===== src/rtl/mux41_4_reg_if.sv =====
// -----------------------------------------------------------------------------
// mux41_4_reg_if
// Bundles the data/select/valid inputs and the registered outputs of the
// registered 4-to-1 multiplexer.
//
// Signals:
//   w0..w3    data words, WIDTH bits each (driven by master)
//   s         2-bit select code            (driven by master)
//   in_valid  qualifies w0..w3 and s       (driven by master)
//   y         registered selected word     (driven by slave)
//   y_valid   high for the cycle after an accepted capture (driven by slave)
//   y_sel     select code that produced y  (driven by slave)
//
// Modports:
//   master : the producer of data/select, consumer of the registered result
//   slave  : the multiplexer itself
// -----------------------------------------------------------------------------
interface mux41_4_reg_if #(
   parameter int WIDTH = 4
);
   logic [WIDTH-1:0] w0;
   logic [WIDTH-1:0] w1;
   logic [WIDTH-1:0] w2;
   logic [WIDTH-1:0] w3;
   logic [1:0]       s;
   logic             in_valid;
   logic [WIDTH-1:0] y;
   logic             y_valid;
   logic [1:0]       y_sel;

   modport master (
      output w0, w1, w2, w3, s, in_valid,
      input  y, y_valid, y_sel
   );

   modport slave (
      input  w0, w1, w2, w3, s, in_valid,
      output y, y_valid, y_sel
   );
endinterface


===== src/rtl/mux41_4_reg.sv =====
// -----------------------------------------------------------------------------
// mux41_4_reg
// Registered 4-to-1 multiplexer for WIDTH-bit words, used as a pipelined
// data-path selector. One of w0..w3 (chosen by s) is captured into the output
// register on a rising clk edge when in_valid is high. y and y_sel hold while
// in_valid is low; y_valid marks the cycle following each accepted capture.
// Latency is exactly one clock, throughput one word per clock, no backpressure.
//
// Ports:
//   clk    system clock, all state changes on the rising edge
//   rst_n  asynchronous active-low reset; clears y, y_valid and y_sel at once
//   bus    slave side of mux41_4_reg_if:
//            in : w0, w1, w2, w3, s, in_valid
//            out: y, y_valid, y_sel (all straight from flops)
// -----------------------------------------------------------------------------
module mux41_4_reg #(
   parameter int WIDTH = 4
) (
   input  logic          clk,
   input  logic          rst_n,
   mux41_4_reg_if.slave  bus
);

   logic [WIDTH-1:0] w_sel_data;

   logic [WIDTH-1:0] r_y;
   logic             r_y_valid;
   logic [1:0]       r_y_sel;

   // All four codes are legal, so the case is full and needs no error branch.
   always_comb begin
      w_sel_data = bus.w0;
      case (bus.s)
         2'b00:   w_sel_data = bus.w0;
         2'b01:   w_sel_data = bus.w1;
         2'b10:   w_sel_data = bus.w2;
         default: w_sel_data = bus.w3;
      endcase
   end

   // Reset overrides any capture; a clock edge while rst_n is low does nothing.
   always_ff @(posedge clk or negedge rst_n) begin
      if (!rst_n) begin
         r_y       <= '0;
         r_y_valid <= 1'b0;
         r_y_sel   <= 2'b00;
      end else begin
         r_y_valid <= bus.in_valid;
         if (bus.in_valid) begin
            r_y     <= w_sel_data;
            r_y_sel <= bus.s;
         end
      end
   end

   // Outputs come only from flops: no combinational input-to-output path.
   assign bus.y       = r_y;
   assign bus.y_valid = r_y_valid;
   assign bus.y_sel   = r_y_sel;

endmodule


===== src/flat_wrapper.sv =====
// flat-port wrapper written by rule: the top's interface ports become plain ports
module mux41_4_reg_flat 
#(
   parameter int WIDTH = 4
)
  (clk, rst_n, bus_w0, bus_w1, bus_w2, bus_w3, bus_s, bus_in_valid, bus_y, bus_y_valid, bus_y_sel);
  mux41_4_reg_if #(.WIDTH(WIDTH)) bus_i ();
  input  logic clk;
  input  logic rst_n;
  input wire logic [$bits(bus_i.w0)-1:0] bus_w0;
  input wire logic [$bits(bus_i.w1)-1:0] bus_w1;
  input wire logic [$bits(bus_i.w2)-1:0] bus_w2;
  input wire logic [$bits(bus_i.w3)-1:0] bus_w3;
  input wire logic [$bits(bus_i.s)-1:0] bus_s;
  input wire logic [$bits(bus_i.in_valid)-1:0] bus_in_valid;
  output wire logic [$bits(bus_i.y)-1:0] bus_y;
  output wire logic [$bits(bus_i.y_valid)-1:0] bus_y_valid;
  output wire logic [$bits(bus_i.y_sel)-1:0] bus_y_sel;
  assign bus_i.w0 = bus_w0;
  assign bus_i.w1 = bus_w1;
  assign bus_i.w2 = bus_w2;
  assign bus_i.w3 = bus_w3;
  assign bus_i.s = bus_s;
  assign bus_i.in_valid = bus_in_valid;
  assign bus_y = bus_i.y;
  assign bus_y_valid = bus_i.y_valid;
  assign bus_y_sel = bus_i.y_sel;
  mux41_4_reg #(.WIDTH(WIDTH)) u_core (.clk(clk), .rst_n(rst_n), .bus(bus_i));
endmodule

===== config.mk =====
export PLATFORM = sky130hd
export DESIGN_NAME = mux41_4_reg_flat
export DESIGN_NICKNAME = d
export VERILOG_FILES = /design/src/rtl/mux41_4_reg_if.sv /design/src/rtl/mux41_4_reg.sv /design/src/flat_wrapper.sv
export SDC_FILE = /design/constraint.sdc
export NUM_CORES = 1
export LEC_CHECK = 0
export CAP_MARGIN = 20
export CORE_AREA = 2 2 39 41
export DETAILED_ROUTE_END_ITERATION = 12
export DIE_AREA = 0 0 41 43
export DONT_BUFFER_PORTS = 1
export HOLD_SLACK_MARGIN = 0.06
export PLACE_DENSITY = 0.4
export RECOVER_POWER = 50
export SYNTH_ARGS = -nofsm -noshare
export SYNTH_HDL_FRONTEND = slang
export SYNTH_SLANG_ARGS = --single-unit

===== constraint.sdc =====
create_clock -name clk -period 1.6 [get_ports clk]
set_input_delay 0 -clock clk [delete_from_list [all_inputs] [get_ports clk]]
set_output_delay 0 -clock clk [all_outputs]
set_load 0.02 [all_outputs]

==> results.toml <==
[cells_and_area]
fin_nets = 74
fin_util = 0.428
layoutNonFillerInstCount = 68
fill_cells = 135
design_area_um2 = 592
diodes = 0
final_layout_size_suffix_gt1_frac = 0.0769
syn2layout_area_growth_pct = 66.0

[outcome]
status = "completed"

[power]
ir_drop_mv = 0.428
p_leak_uw = 0.000260
p_per_area_nw_per_um2 = 816

[synth]
ys_top_cells_by_count = "mux2i_1, dfrtp_1, nand2b_1"
synth-main-ff-cell = "dfrtp_1"
synth_top_area_cell = "dfrtp_1"
syn-num-nets = 50
synth_top_area_share = 0.491
synth-seq-cells = 7
synthArstFlopShare = 1.00
post-synth-top-count-cell = "mux2i_1"
yosys_warnings = 0
synth.area.top_cells = "dfrtp_1, mux2i_1, o221ai_1"
ys_seq_area_frac = 0.491
synth_edf_count = 0
synthesis.area_um2 = 357
synth_cell_types = 9
netlist_instances = 29
syn_area_per_cell_um2 = 12.3

[sta]
worst_slew_pin_slew_ps = 520
layout_min_cycle_time_ps = 1150
hold_viol_final = 0
relSlewSlack = 0.652
finalSetupTns_ps = 0
slew_violations = 0
fin_crit_sh = 0.720
fmax_ghz = 0.868
rsz0062_at_grt = "no"
whs_ps = 74.5
fin_worst_skew_ps = 0
setup_violations = 0

[die]
die_w_um = 41
die_h_um = 43
start_util = 0.258
rows = 14
io_pins = 28
core-area_um2 = 1380
die-area_um2 = 1760

[drt]
dr.pass1.iters = 4
drt_iter0_drc = 1
ant_nets = 0
wl_per_cell_um = 14.5
wl_um = 987
vias = 332
remaining_drc_errors = 0
routed_via_density = 4.88

[global_routing]
grt_pass1_vias = 354
antenna_found_initial = 0
gr-total-overflow = 0
grt_pass1_wl_um = 1590
grt_usage = 0.136
grt_max_degree = 10

[placement]
gp_congestion = 0.614
post_dp_cell_area_um2 = 365
dpl.hpwl_um = 649
io_buffers = 0
placedCellCount = 44

[setup_path]
rrSetupSlack_ps = 750
worstPathArrival_ps = 1270
endpoint_kind = "flip-flop"
path_max_fanout = 9
crit_type = "primary input to flip-flop"
critPathLaunchType = "primary input"
worstPathRequired_ps = 1710

[min_path]
min_path_type = "primary input to asynchronous set/reset pin"

[clock_network]
root_buffer = "clkbuf_4"
post_cts_buffers = 0
clockBufferDepth = 2
clkLatencyLatePin_ps = 250
htree_levels = 1
clkSinkCount = 7
cts_tree = "built"
cts_buffers = 3
cts.clk_slew.worst_paths_ps = 60

[run]
maxCapViolations = 0
-- cell families after synthesis --
group,synth area share
mux,0.256
flops,0.491
simple gates,0.0982
compound gates,0.112
buf+inv,0.0421
-- state kept, by name (all words and copies together), names as in the netlist --
register,cells
u_core.bus.y_valid,1
u_core.bus.y,4
u_core.bus.y_sel,2
-- layer usage --
metal,track usage,vias up,share of wire
met5,0,-,0
met1,0.150,166,0.39
met3,0.0576,0,0.067
met2,0.216,13,0.54
li1,-,153,-
met4,0.0600,0,0
-- metrics by stage --
stage / power [uW] / setup slack (ps)
floorplan: 271 / 774
global placement: 272 / 759
detailed placement: 275 / 759
CTS: 494 / 437
global route: 508 / 385
finish: 483 / 448
-- power by group --
part           total [uW]  leakage [uW]  internal, uW  switching [uW]
Sequential            233     0.0000846           196            36.7
Combinational        86.3      0.000161          55.1            31.2
Clock                 164     0.0000150          95.4            68.4
-- cell type report --
type	count	area (um2)	area share
Inverter	1	3.75	0.00634
Sequential cell	7	175	0.296
Clock buffer	4	26.3	0.0444
Timing Repair Buffer	20	200	0.338
Multi-Input combinational cell	20	166	0.281
Tap cell	16	20.0	0.0338
-- what timing repair did --
| item | in CTS | in global routing |
|---|---|---|
| hold buffers | 20 | 0 |
| setup endpoints to repair | 0 | 0 |
| gates resized for setup | 0 | 0 |
| endpoints found under the hold margin | 14 | 0 |
-- path summary, 6_finish.rpt --
path,startpoint,to,cells after the start
min in group clk,bus_in_valid,u_core.bus.y[0],2
max in group asynchronous,rst_n,u_core.bus.y[1],1
worst max register to register,u_core.bus.y_sel[0],u_core.bus.y_sel[0],1
worst min-delay path,rst_n,u_core.bus.y_valid,1
worst min register to register,u_core.bus.y[2],u_core.bus.y[2],2
worst max-delay path,bus_s[0],u_core.bus.y[3],3
-- worst max-delay path, cell delays in order --
cell and delay [ps]:
dlygate4sd3_1 860, mux2i_1 260, o221ai_1 140
-- cells in the final DEF, fill, tap and decap left out --
cell,n
o21ai_0,1
mux2i_1,8
clkbuf_1,1
mux2_2,1
dlygate4sd3_1,20
o221ai_1,4
inv_1,1
clkbuf_4,3
nand2b_1,5
nand2_1,1
dfrtp_1,7
No activity file was read; power rests on OpenSTA's default activity.
